`src/rtl/sample_scheduler.sv`:
```
// Burst sample sequencer: settle delay after start, then a counted series of
// req/ack sample requests paced by a clamped clock divider. Abortable at any time.
module sample_scheduler #(
    parameter int DIV_W         = 16,
    parameter int CNT_W         = 8,
    parameter int SETTLE_CYCLES = 16
) (
    input  logic             clk,
    input  logic             rst_n,
    input  logic             start,
    input  logic             abort,
    input  logic [DIV_W-1:0] cfg_period,
    input  logic [CNT_W-1:0] cfg_count,
    input  logic             sample_ack,
    output logic             sample_req,
    output logic [CNT_W-1:0] sample_idx,
    output logic             busy,
    output logic             done,
    output logic             overrun
);

    localparam int SET_W = (SETTLE_CYCLES > 1) ? $clog2(SETTLE_CYCLES) : 1;
    localparam logic [SET_W-1:0] SETTLE_LOAD = SET_W'(SETTLE_CYCLES - 1);

    typedef enum logic [1:0] {
        S_IDLE,
        S_SETTLE,
        S_RUN,
        S_DONE
    } state_t;

    state_t           state;
    logic [SET_W-1:0] settle_cnt;
    logic [DIV_W-1:0] per_cnt;
    logic [DIV_W-1:0] per_m1;
    logic [CNT_W-1:0] count_q;

    logic             tick;
    logic             complete;
    logic             last;
    logic [CNT_W-1:0] idx_inc;

    // Reload value for the period counter; periods below 2 clamp to 2.
    function automatic logic [DIV_W-1:0] period_m1(input logic [DIV_W-1:0] p);
        return (p < DIV_W'(2)) ? DIV_W'(1) : p - DIV_W'(1);
    endfunction

    assign tick     = (per_cnt == '0);
    assign complete = sample_req && sample_ack;
    assign idx_inc  = sample_idx + 1'b1;
    assign last     = complete && (idx_inc == count_q);

    always_ff @(posedge clk or negedge rst_n) begin
        if (!rst_n) begin
            state      <= S_IDLE;
            settle_cnt <= '0;
            per_cnt    <= '0;
            per_m1     <= '0;
            count_q    <= '0;
            sample_req <= 1'b0;
            sample_idx <= '0;
            busy       <= 1'b0;
            done       <= 1'b0;
            overrun    <= 1'b0;
        end else begin
            done <= 1'b0;
            case (state)
                S_IDLE: begin
                    if (start) begin
                        per_m1     <= period_m1(cfg_period);
                        count_q    <= cfg_count;
                        sample_idx <= '0;
                        overrun    <= 1'b0;
                        if (cfg_count == '0) begin
                            state <= S_DONE;
                            done  <= 1'b1;
                        end else begin
                            state      <= S_SETTLE;
                            settle_cnt <= SETTLE_LOAD;
                            busy       <= 1'b1;
                        end
                    end
                end

                S_SETTLE: begin
                    if (abort) begin
                        state      <= S_IDLE;
                        busy       <= 1'b0;
                        sample_req <= 1'b0;
                    end else if (settle_cnt == '0) begin
                        state      <= S_RUN;
                        sample_req <= 1'b1;
                        per_cnt    <= per_m1;
                    end else begin
                        settle_cnt <= settle_cnt - 1'b1;
                    end
                end

                S_RUN: begin
                    if (abort) begin
                        state      <= S_IDLE;
                        busy       <= 1'b0;
                        sample_req <= 1'b0;
                    end else begin
                        per_cnt <= tick ? per_m1 : per_cnt - 1'b1;
                        if (last) begin
                            // Final completion wins over any coinciding tick.
                            state      <= S_DONE;
                            done       <= 1'b1;
                            busy       <= 1'b0;
                            sample_req <= 1'b0;
                            sample_idx <= idx_inc;
                        end else begin
                            if (complete) begin
                                sample_idx <= idx_inc;
                            end
                            if (tick) begin
                                if (sample_req && !complete) begin
                                    overrun <= 1'b1;
                                end else begin
                                    sample_req <= 1'b1;
                                end
                            end else if (complete) begin
                                sample_req <= 1'b0;
                            end
                        end
                    end
                end

                S_DONE: begin
                    state <= S_IDLE;
                end

                default: begin
                    state <= S_IDLE;
                end
            endcase
        end
    end

endmodule

```
`config.mk`:
```
export PLATFORM = sky130hd
export DESIGN_NAME = sample_scheduler
export DESIGN_NICKNAME = d
export VERILOG_FILES = /design/src/rtl/sample_scheduler.sv
export SDC_FILE = /design/constraint.sdc
export NUM_CORES = 1
export LEC_CHECK = 0
export CAP_MARGIN = 5
export CORE_UTILIZATION = 50
export DETAILED_ROUTE_END_ITERATION = 7
export PLACE_DENSITY = 0.75
export SLEW_MARGIN = 20
export SYNTH_ARGS = -nofsm -noshare
export SYNTH_HDL_FRONTEND = slang
export SYNTH_SLANG_ARGS = --single-unit
```
`constraint.sdc`:
```
create_clock -name clk -period 2.2 [get_ports clk]
set_clock_uncertainty 0.2 [all_clocks]
set_input_delay 0.66 -clock clk [delete_from_list [all_inputs] [get_ports clk]]
set_output_delay 0.66 -clock clk [all_outputs]
set_load 0.01 [all_outputs]
```
==> impl_metrics.yaml, run 1 <==
outcome:
  outcome: "finished, violations left"
  violations: "negative setup slack"
final_layout:
  num_antenna_cells: 0
  layout-drive-gt1-share_pct: 41.81
  final_nets: 564
  n_fill_cell: 340
  final_cell_mix: "buf_4 (90), dfrtp_1 (51), nand2_1 (41), o21ai_0 (21), o21ai_1 (20)"
  final_common_cell: "buf_4"
  ff_latch_area_um2: 1460
  areaGrowthSynthToFinish_pct: 56.62
  multiInputGateArea_um2: 2253
cts:
  root_buffer: "clkbuf_8"
  cts_buffers: 9
  cts_max_path_buffers: 2
  htreeDepth: 3
  tritoncts: "yes"
  clk_pin_slew_ps: 70
  clock_sinks: 58
  clock_latency_ps: 340
pwr:
  seq_power_share_pct: 31.1
  leakagePower_uw: 0.002335
  p_sw_uw: 2534
  powerDensity_nw_per_um2: 1129
  power.internal_uw: 3560
  peakVddDrop_v: 0.0006479
  power_uw: 6094
  netSwitchingFraction_pct: 41.59
  pwr-share-clk_pct: 14.6
  p_comb_share_pct: 54.3
worst_setup_path:
  worst_setup_path_start_kind: "flop"
  worstReg2RegEnd: "per_cnt[13]"
  cpMostUsedCell: "or4_4"
  reg2regPathDepth: 6
  cp_slowest_cell: "or4_4"
  path_class: "flop to flop"
  reg2reg_slack_ps: -190
  path_delay_family: "simple AND/OR/NAND/NOR gates"
  cp_num_buf_inv: 0
  cp_max_fo: 3
  critical_path_arrival_ps: 2450
  startpoint: "per_cnt[5]"
  crit_chain: "or4_4, nor2_4, nand2_2, or4_4, or4_4, o221ai_2"
  slowest_delay_ps: 600
  cp_data_required_time_ps: 2260
  crit_path_end_kind: "flop"
  r2r-start: "per_cnt[5]"
die:
  ioPinCount: 41
  die-area_um2: 7230
  rows: 29
  core_um2: 6495
  die_w_um: 85.03
  die_height_um: 85.03
  start_util_pct: 53.07
global_route:
  grt_max_degree: 59
  antenna_found_initial: 0
  gr-total-overflow: 0
  grt_pass1_wl_um: 15900
  grt_pass1_vias: 3417
  grtUsageTotal_pct: 28.21
sta:
  worst_slack_ps: -193.3
  period_share_pct: 108.8
  slew_headroom_pct: 66.96
  hold_slack_ps: 102.3
  period_minus_slack_ps: 2393
  drv_slew: 0
  fmax_mhz: 417.8
  finalHoldViolCount: 0
  grt_setup_unrepaired: "true"
  setup_viol: 23
  tightest_slew_ps: 491.1
placement:
  pre_cts_slack_ps: -622.0
  place.gp.congestion: 0.8349
  port_buffers: 40
  dpl.hpwl_um: 6545
yosys:
  synth_nets: 420
  syn_inst: 382
  synth-edff-count: 0
  yosysSeqAreaShare_pct: 42.11
  async_flop_share_pct: 100.0
  synth.distinct_cells: 59
  synth_ff_type: "dfrtp_1"
  syn_avg_cell_area_um2: 9.024
  synth_area_um2: 3447
  synth-seq-cells: 58
  yosysWarnings: 0
detailed_routing:
  route.detailed.drc: 0
  wl_per_cell_um: 18.27
  vias: 3627
  drt_pass1_iterations: 5
  ant_nets: 0
  wirelength_um: 11110
  viasPerCell: 5.965
  drt-initial-drc-count: 314
min_path:
  holdCritPathClass: "input port to asynchronous set/reset pin"
job:
  max_cap_viol_count: 0
worst reg2reg max path, stage by stage, from the launching register on:
cell	delay [ps]
dfrtp_1	390
or4_4	600
nor2_4	120
nand2_2	70
or4_4	430
or4_4	440
o221ai_2	70
what timing repair did:
item                       4_1_cts  5_1_grt
cloned                           1        3
setup buffers                   14        8
setup endpoints to repair       50       49
hold buffers                     0        0
gates resized for setup         76       71
pin swaps                       32       43
through the flow:
step	cell area [um^2]	std cells	TNS [ps]	util, %
detailed placement	4602	567	-16670	70.85
floorplan	3536	382	-677.4	-
global placement	4602	567	-15150	70.85
finish	5399	608	-1764	83.12
CTS	5066	598	-1401	78.00
global route	5399	608	-2898	83.12
power groups by stage:
stage | Sequential [uW] | Clock [uW] | Combinational [uW]
3_3_place_gp | 1820 | 0 | 2510
6_report | 1890 | 892 | 3310
2_1_floorplan | 1820 | 0 | 1520
3_5_place_dp | 1840 | 0 | 2590
5_1_grt | 1920 | 938 | 3570
4_1_cts | 1830 | 880 | 2820
worst max-delay path by stage:
stage | cells past startpoint | slack (ps) | end
detailed placement | 6 | -620 | per_m1[11]
global route | 6 | -250 | per_cnt[13]
CTS | 6 | -220 | state[0]
finish | 6 | -190 | per_cnt[13]
global placement | 6 | -600 | per_m1[11]
floorplan | 6 | -240 | per_m1[11]
routing by layer:
| metal | vias up | GRT usage (%) | wire (um) |
|---|---|---|---|
| met1 | 1764 | 37.21 | 4548 |
| met3 | 28 | 3.794 | 598 |
| li1 | 1670 | - | - |
| met2 | 165 | 47.43 | 5719 |
| met4 | 0 | 10.63 | 240 |
| met5 | - | 0 | 0 |
layout make-up:
cell class	count	share of cell area (%)
multi-input combinational	292	41.74
inverter	17	1.228
timing repair buffer	148	25.03
clock buffer	11	2.619
sequential	58	27.05
tap	77	1.784
clock inverter	5	0.5562
synth_stat cells (7+ instances only):
| library cell | count | area, um^2 |
|---|---|---|
| a21oi_1 | 24 | 120.1 |
| clkbuf_1 | 12 | 45.04 |
| dfrtp_1 | 58 | 1451 |
| ha_1 | 9 | 112.6 |
| inv_1 | 17 | 63.81 |
| mux2_2 | 9 | 101.4 |
| nand2_1 | 48 | 180.2 |
| nand3_1 | 18 | 90.09 |
| nor2_1 | 18 | 67.56 |
| nor3_1 | 12 | 60.06 |
| nor4_1 | 7 | 43.79 |
| o21ai_0 | 48 | 240.2 |
| or3_1 | 7 | 43.79 |
| xnor2_1 | 14 | 122.6 |
| xor2_1 | 8 | 70.07 |
state kept, by name (all words and copies together) (netlist names):
name	count
sample_req	1
state	2
per_cnt	16
busy	1
per_m1	16
settle_cnt	4
overrun	1
count_q	8
sample_idx	8
done	1
kinds of logic (layout without fill, tap and decap cells):
| kind of cell | after synthesis | count (layout) | share of synthesized area [%] |
|---|---|---|---|
| AND/OR/NAND/NOR | 144 | 144 | 22.69 |
| multiplexers | 11 | 11 | 3.521 |
| AO/OA/AOI/OAI | 106 | 106 | 18.80 |
| flip-flops | 58 | 58 | 42.11 |
| XOR/XNOR | 22 | 22 | 5.590 |
| adder cells (fa/ha/maj) | 9 | 9 | 3.267 |
| buffers and inverters | 32 | 181 | 4.029 |
Power figures use the tool's default switching activity.
==> run 2: changes to the inputs <==
PLACE_DENSITY = 0.73   (was 0.75)
clock period = 2.7 ns   (was 2.2 ns; I/O delays follow)
==> run 2 against run 1 <==
- sequential power decreased by 18%
- the flow now finishes without violations
- design area decreased by 16%
- largest power group unchanged
- utilization down 14 points
- sequential cell count unchanged
- first-iteration DRC count shrank 38%
==> impl_metrics.yaml, run 2 (synthesis results as in run 1) <==
outcome:
  outcome: "finished clean"
pwr:
  powerDensity_nw_per_um2: 957.9
  leakagePower_uw: 0.001837
  power.internal_uw: 2698
  p_comb_share_pct: 41.5
  seq_power_share_pct: 35.7
  pwr-share-clk_pct: 22.8
  netSwitchingFraction_pct: 37.69
  peakVddDrop_v: 0.0004290
  p_sw_uw: 1632
detailed_routing:
  wirelength_um: 8133
  drt-initial-drc-count: 195
  wl_per_cell_um: 14.79
  drt_pass1_iterations: 5
  route.detailed.drc: 0
  ant_nets: 0
  vias: 3168
  viasPerCell: 5.760
worst_setup_path:
  worstReg2RegEnd: "per_cnt[8]"
  crit_path_end_kind: "flop"
  critical_path_arrival_ps: 2630
  crit_chain: "clkdlybuf4s50_1, nand2_1, or4_4, a2111oi_4, o211ai_1, mux2i_1"
  path_delay_family: "simple AND/OR/NAND/NOR gates"
  cp_slowest_cell: "or4_4"
  cp_num_buf_inv: 1
  path_class: "input port to flop"
  slowest_delay_ps: 540
  cp_data_required_time_ps: 2710
  reg2reg_slack_ps: 260
  reg2regPathDepth: 8
  cp_max_fo: 4
  worst_setup_path_start_kind: "input port"
  r2r-start: "state[0]"
cts:
  tritoncts: "yes"
  clock_latency_ps: 340
  cts_hold_buf: 0
  clock_sinks: 58
  cts_setup_buffers: 0
  htreeDepth: 3
  root_buffer: "clkbuf_8"
  clk_pin_slew_ps: 70
  cts_buffers: 9
  cts_max_path_buffers: 2
final_layout:
  n_fill_cell: 508
  areaGrowthSynthToFinish_pct: 31.14
  top_regs: "per_cnt x16, per_m1 x16"
  final_nets: 506
  num_antenna_cells: 0
  final_common_cell: "dfrtp_1"
  layout-drive-gt1-share_pct: 19.87
  final_cell_mix: "dfrtp_1 (58), buf_4 (49), nand2_1 (48), o21ai_0 (47), clkdlybuf4s50_1 (39)"
sta:
  fmax_mhz: 382.2
  tightest_slew_ps: 490.3
  drv_slew: 0
  grt_setup_unrepaired: "true"
  setup_tns_ps: 0
  slew_headroom_pct: 67.25
  setup_viol: 0
  period_share_pct: 96.91
  hold_slack_ps: 74.31
  period_minus_slack_ps: 2617
  finalHoldViolCount: 0
global_route:
  grt_pass1_wl_um: 14090
  grtUsageTotal_pct: 24.60
  grt_pass1_vias: 3097
  grt_max_degree: 28
  antenna_found_initial: 0
  gr-total-overflow: 0
die:
  core_um2: 6495
  die_height_um: 85.03
  die-area_um2: 7230
  ioPinCount: 41
  start_util_pct: 53.07
  die_w_um: 85.03
  rows: 29
placement:
  place.gp.congestion: 0.9150
  dpl.hpwl_um: 6164
  port_buffers: 40
min_path:
  holdCritPathClass: "input port to asynchronous set/reset pin"
job:
  max_cap_viol_count: 0
run 2: area by class of cell:
type	count	area (um^2)	share of cell area (%)
well taps	77	96.34	2.131
clock buffers	10	127.6	2.823
repair buffers	90	783.3	17.33
multi-input cells	292	1883	41.66
clock inverters	6	115.1	2.546
flip-flops and latches	58	1451	32.11
inverters	17	63.81	1.412
run 2: per-stage QoR:
stage,instance area [um^2],utilization [%],setup WS [ps],total power (uW),instances
4_1_cts,4499,69.27,7.530,4325,550
5_1_grt,4521,69.60,-4.526,4637,550
3_5_place_dp,4252,65.46,-391.8,3326,534
3_3_place_gp,4252,65.46,-301.1,3254,534
2_1_floorplan,3447,-,46.39,2652,382
6_report,4521,69.60,83.47,4330,550
run 2: worst max-delay path by stage:
stage / cells after the start / slack [ps] / to / from
6_report: 6 / 80 / state[1] / sample_ack
5_1_grt: 6 / -5 / state[1] / sample_ack
4_1_cts: 6 / 8 / state[1] / sample_ack
3_5_place_dp: 7 / -390 / settle_cnt[0] / cfg_count[1]
3_3_place_gp: 6 / -300 / per_m1[11] / cfg_period[1]
2_1_floorplan: 6 / 50 / per_m1[11] / cfg_period[1]
run 2: layer usage:
layer  routed length (um)  vias up  GRT usage [%]  share of wire [%]
met4                  132        0          8.475                1.6
met3                  433       11          4.961                5.3
met5                    0        -              0                  0
met1                 3679     1496          32.35                 45
li1                     -     1553              -                  -
met2                 3887      108          40.62                 48
run 2: what timing repair did:
action / CTS / global route
resized for setup: 1 / 6
pin swaps: 0 / 2
gates cloned: 0 / 0
endpoints found under the setup margin: 2 / 8
run 2: power groups by stage:
stage               clock network [uW]  logic [uW]  registers (uW)
floorplan                            0        1180            1480
global placement                     0        1710            1540
detailed placement                   0        1770            1560
CTS                                997        1790            1540
global route                      1030        2010            1600
finish                             986        1800            1550
==> run 3: changes to the inputs <==
CORE_UTILIZATION = 43   (was 50)
PLACE_DENSITY = not set   (was 0.73)
clock period = 2.9 ns   (was 2.7 ns; I/O delays follow)
==> run 3 against run 2 <==
- utilization decreased by 12 points
- first-iteration DRC count decreased by 25%
- sequential share of layout area increased by 0.76 points
- die area increased by 16%
- register-to-register slack improved by 90 ps
- wire length increased by 0.79%
- via count decreased by 5.0%
- final cell count increased by 2.4%
- sequential power decreased by 7%
- global-route usage decreased by 3.6 points
==> impl_metrics.yaml, run 3 (synthesis results as in run 1) <==
worst_setup_path:
  worstReg2RegEnd: "state[0]"
  r2r-start: "sample_idx[0]"
  critical_path_arrival_ps: 2820
  crit_path_end_kind: "flop"
  path_class: "input port to flop"
  reg2regPathDepth: 6
  reg2reg_slack_ps: 350
  cp_max_fo: 4
  worst_setup_path_start_kind: "input port"
  cp_data_required_time_ps: 2950
pwr:
  p_comb_share_pct: 41.4
  power_uw: 3861
  netSwitchingFraction_pct: 38.34
  power.internal_uw: 2381
  pwr-share-clk_pct: 21.4
  leakagePower_uw: 0.001774
  peakVddDrop_v: 0.0003901
  powerDensity_nw_per_um2: 874.5
  p_sw_uw: 1481
  seq_power_share_pct: 37.2
detailed_routing:
  vias: 3010
  ant_nets: 0
  route.detailed.drc: 0
  wirelength_um: 8197
  wl_per_cell_um: 14.56
  viasPerCell: 5.346
  drt_pass1_iterations: 4
  drt-initial-drc-count: 147
sta:
  worst_slack_ps: 128.7
  fmax_mhz: 360.8
  setup_viol: 0
  finalHoldViolCount: 0
  period_share_pct: 95.56
  drv_slew: 0
  tightest_slew_ps: 451.7
  period_minus_slack_ps: 2771
  grt_setup_unrepaired: "false"
  slew_headroom_pct: 69.83
die:
  ioPinCount: 41
  core_um2: 7727
  start_util_pct: 44.61
  die-area_um2: 8379
  die_w_um: 91.54
  rows: 32
  die_height_um: 91.54
placement:
  numPlacedInstances: 547
  place.gp.congestion: 0.7928
  port_buffers: 40
  pre_cts_slack_ps: -207.1
  dpl.hpwl_um: 6075
  placed_area_um2: 4193
global_route:
  busiest_layer: "met2"
  grtUsageTotal_pct: 21.05
  antenna_found_initial: 0
  grt_pass1_wl_um: 14030
  grt_max_degree: 59
  grtUsageMet2_pct: 32.89
  met3_usage_pct: 2.513
  met1_usage_pct: 29.93
  gr-total-overflow: 0
  grt_pass1_vias: 2920
cts:
  cts_setup_buffers: 0
  root_buffer: "clkbuf_8"
  clk_pin_slew_ps: 70
  tritoncts: "yes"
  clock_sinks: 58
  clock_latency_ps: 340
  cts_max_path_buffers: 2
  htreeDepth: 3
  cts_buffers: 9
min_path:
  holdCritStartpoint: "per_m1[2]"
  whs_endpoint: "per_m1[2]"
  holdCritPathClass: "flop to flop"
  whs_path_depth: 2
final_layout:
  post-route-util_pct: 57.14
  top_regs: "per_cnt x16, per_m1 x16"
  n_fill_cell: 715
  num_antenna_cells: 0
  fin_cells: 563
  layout-drive-gt1-share_pct: 16.92
  areaGrowthSynthToFinish_pct: 28.09
  final_nets: 494
  design_area_um2: 4415
  ff_latch_area_um2: 1451
  multiInputGateArea_um2: 1862
  final_cell_mix: "dfrtp_1 (58), nand2_1 (48), o21ai_0 (48), clkdlybuf4s50_1 (39), buf_4 (37)"
  final_common_cell: "dfrtp_1"
job:
  max_cap_viol_count: 0
outcome:
  outcome: "finished clean"
[run 3: area by class of cell]
type	count	area share, %
Timing Repair Buffer	78	15.70
Clock buffer	10	3.117
Tap cell	102	2.890
Inverter	17	1.445
Multi-Input combinational cell	292	42.17
Sequential cell	58	32.87
Clock inverter	6	1.814
[run 3: metrics by stage]
| step | TNS, ps | hold WS, ps |
|---|---|---|
| floorplan | 0 | 243.5 |
| global placement | -1776 | 260.3 |
| detailed placement | -2212 | 272.1 |
| CTS | 0 | 286.1 |
| global route | 0 | 316.9 |
| finish | 0 | 279.8 |
[run 3: worst max path at each step]
stage	start	to	slack (ps)	cells after the start
after floorplan	cfg_period[1]	per_m1[11]	190	6
after global placement	cfg_count[2]	busy	-200	8
after detailed placement	sample_ack	state[0]	-210	6
after CTS	sample_ack	state[0]	140	6
after global routing	sample_ack	state[0]	20	6
final	sample_ack	state[0]	130	6
[run 3: timing repair]
action | CTS | global route
hold buffers | 0 | 0
resized for setup | 0 | 1
endpoints found under the setup margin | 0 | 1
[run 3: critical path, stage by stage]
cell	delay (ps)
clkdlybuf4s50_1	510
nand2_1	100
or4_4	540
a2111oi_4	430
o211ai_1	180
a32oi_1	190
[run 3: power by group through the flow]
stage | clock network, uW | logic (uW) | registers, uW
6_report | 827 | 1600 | 1440
5_1_grt | 882 | 1800 | 1490
4_1_cts | 845 | 1610 | 1440
3_5_place_dp | 0 | 1600 | 1450
3_3_place_gp | 0 | 1560 | 1440
2_1_floorplan | 0 | 1090 | 1370
[run 3: routing by layer]
metal	up-vias	share of wire, %
met5	-	0
met4	0	1.2
met3	8	2.7
met2	49	46
met1	1421	50
li1	1532	-
==> RTL edit: new RTL, config.mk and constraints of run 3 <==
Reset style: synchronous (`rst_n`), changed in one clocked block.
--- a/src/rtl/sample_scheduler.sv
+++ b/src/rtl/sample_scheduler.sv
@@ -50,7 +50,7 @@
     assign idx_inc  = sample_idx + 1'b1;
     assign last     = complete && (idx_inc == count_q);
 
-    always_ff @(posedge clk or negedge rst_n) begin
+    always_ff @(posedge clk) begin
         if (!rst_n) begin
             state      <= S_IDLE;
             settle_cnt <= '0;
Behaviour: differs if rst_n is asserted again (counterexample within 4 cycles, from zero or initial values and one cycle with rst_n low); with rst_n held inactive, the same outputs for 10 cycles.
==> RTL edit against run 3 <==
- synthesized cell count grew 14%
- largest cell class unchanged
- setup slack better by 0.037 ns
- sequential cell count is the same
- design area down 0.54%
- total power up 8.8%
- synthesized area fell by 0.62%
- routed wire length grew 7.4%
==> RTL edit: results (changes against run 3) <==
Run status:
- Run status: finished clean (unchanged).

GRT:
- The routing usage on met2 was 0.357 (was 0.329).
- The met3 track utilization from global routing came to 0.0318 (was 0.0251).
- The largest net degree at the start of global routing was 37 (was 59).
- The global routing usage on met1 is 0.308 (was 0.299).
- The number of global-route vias before repair is 3165 (was 2920).
- The all-layer global routing usage came to 0.225 (was 0.210).

Critical path:
- The largest driver fanout on the critical path is 8 (was 4).
- The critical path launch point is cfg_count[2] (was sample_ack).
- The maximum single-stage delay on the critical path is 0.57 ns (was 0.54 ns).
- The source of the worst register-to-register timing path was per_cnt[0]$_SDFFE_PN0P_ (was sample_idx[0]$_DFFE_PN0P_).
- The kind of cell adding the most delay to the critical path is simple AND/OR/NAND/NOR gates (was compound AO/OA/AOI/OAI gates).

Logic synthesis:
- The synthesized-area fraction occupied by adder cells is 0.0292 (was 0.0327).
- Main area contributors after synthesis: sky130_fd_sc_hd__dfxtp_1 (34%), sky130_fd_sc_hd__nand2_1 (5.4%), sky130_fd_sc_hd__a21oi_1 (5.3%) (was sky130_fd_sc_hd__dfrtp_1 (42%), sky130_fd_sc_hd__o21ai_0 (7.0%), sky130_fd_sc_hd__nand2_1 (5.2%)).
- The primary flip-flop cell chosen by synthesis mapping is sky130_fd_sc_hd__dfxtp_1 (was sky130_fd_sc_hd__dfrtp_1).
- The number of library cell types mapped by synthesis is 55 (was 59).
- The async set-reset flop share out of synthesis is 0 (was 1.00).
- The area fraction in compound gates after synthesis is 0.244 (was 0.188).
- Commonest cells post-synth: sky130_fd_sc_hd__dfxtp_1 (58), sky130_fd_sc_hd__nand2_1 (49), sky130_fd_sc_hd__a21oi_1 (36) (was sky130_fd_sc_hd__dfrtp_1 (58), sky130_fd_sc_hd__nand2_1 (48), sky130_fd_sc_hd__o21ai_0 (48)).
- The net count after synthesis is 474 (was 420).
- The share of the synthesized netlist area taken by xor and xnor gates is 0.0614 (was 0.0559).
- The fraction of the yosys area taken by sequential cells is 0.339 (was 0.421).
- The proportion of synthesized area in mux cells is 0.00950 (was 0.0352).

Power and ir drop:
- The leakage power of the design is 1.67 nW (was 1.77 nW).
- The switching share of power came to 0.412 (was 0.383).
- The worst-case vdd ir drop is 0.000348 V (was 0.000390 V).

Route:
- The amount of wire on met3 after detailed routing is 364 um (was 221 um).
- The total via count after detailed routing is 3377 (was 3010).
- The number of DRC markers in iteration 0 came to 243 (was 147).
- The length of the first detailed-routing pass in iterations is 5 (was 4).
- The total detailed-routing wirelength was 8.80 mm (was 8.20 mm).

STA:
- The smallest hold slack was 0.274 ns (was 0.280 ns).
- The worst-margin pin slew is 0.695 ns (was 0.452 ns).

Placed design:
- The post-place setup slack is -0.185 ns (was -0.207 ns).
- The weighted congestion reported at the end of routability-driven placement was 0.822 (was 0.793).
- The instance count after placement with tap cells included was 593 (was 547).
- The placed wire-length estimate is 6.48 mm (was 6.08 mm).

Cells and area:
- The fraction of layout cells with a size suffix above 1 is 0.132 (was 0.169).

Worst hold path:
- The startpoint of the worst hold path is count_q[4]$_SDFFE_PN0P_ (was per_m1[2]$_DFFE_PN0P_).
-- RTL edit: cell type report --
cell class | instances | area, um^2
Inverter | 16 | 60.1
Clock buffer | 10 | 138
Fill cell | 727 | 3340
Sequential cell | 58 | 1160
Timing Repair Buffer | 76 | 683
Multi-Input combinational cell | 341 | 2110
Clock inverter | 6 | 113
Tap cell | 102 | 128
-- RTL edit: kinds of logic (layout without fill, tap and decap cells) --
kind of cell,count (synthesis),in the layout
AO/OA/AOI/OAI,128,128
XOR/XNOR,24,24
adder cells (fa/ha/maj),8,8
buffers and inverters,38,108
flip-flops,58,58
multiplexers,3,3
AND/OR/NAND/NOR,178,178
-- RTL edit: worst max path at each step --
stage                                  to  cells past startpoint  slack (ns)
5_1_grt        settle_cnt[3]$_SDFFE_PN0P_                      7        0.08
2_1_floorplan  settle_cnt[3]$_SDFFE_PN0P_                      7        0.25
4_1_cts        settle_cnt[3]$_SDFFE_PN0P_                      7        0.17
6_report       settle_cnt[3]$_SDFFE_PN0P_                      7        0.17
3_5_place_dp   settle_cnt[3]$_SDFFE_PN0P_                      7       -0.18
3_3_place_gp   settle_cnt[3]$_SDFFE_PN0P_                      7       -0.13
-- RTL edit: power by group through the flow --
stage / registers, W / clock network, W / logic, W
finish: 0.00114 / 0.000947 / 0.00211
global route: 0.00117 / 0.000995 / 0.00238
CTS: 0.00114 / 0.000960 / 0.00211
detailed placement: 0.00116 / 0 / 0.00210
global placement: 0.00115 / 0 / 0.00206
floorplan: 0.00111 / 0 / 0.00147
-- RTL edit: metrics by stage --
stage	instance area (um^2)	TNS, ns
floorplan	3430	0
global placement	4140	-0.398
detailed placement	4140	-0.635
CTS	4390	0
global route	4390	0
finish	4390	0
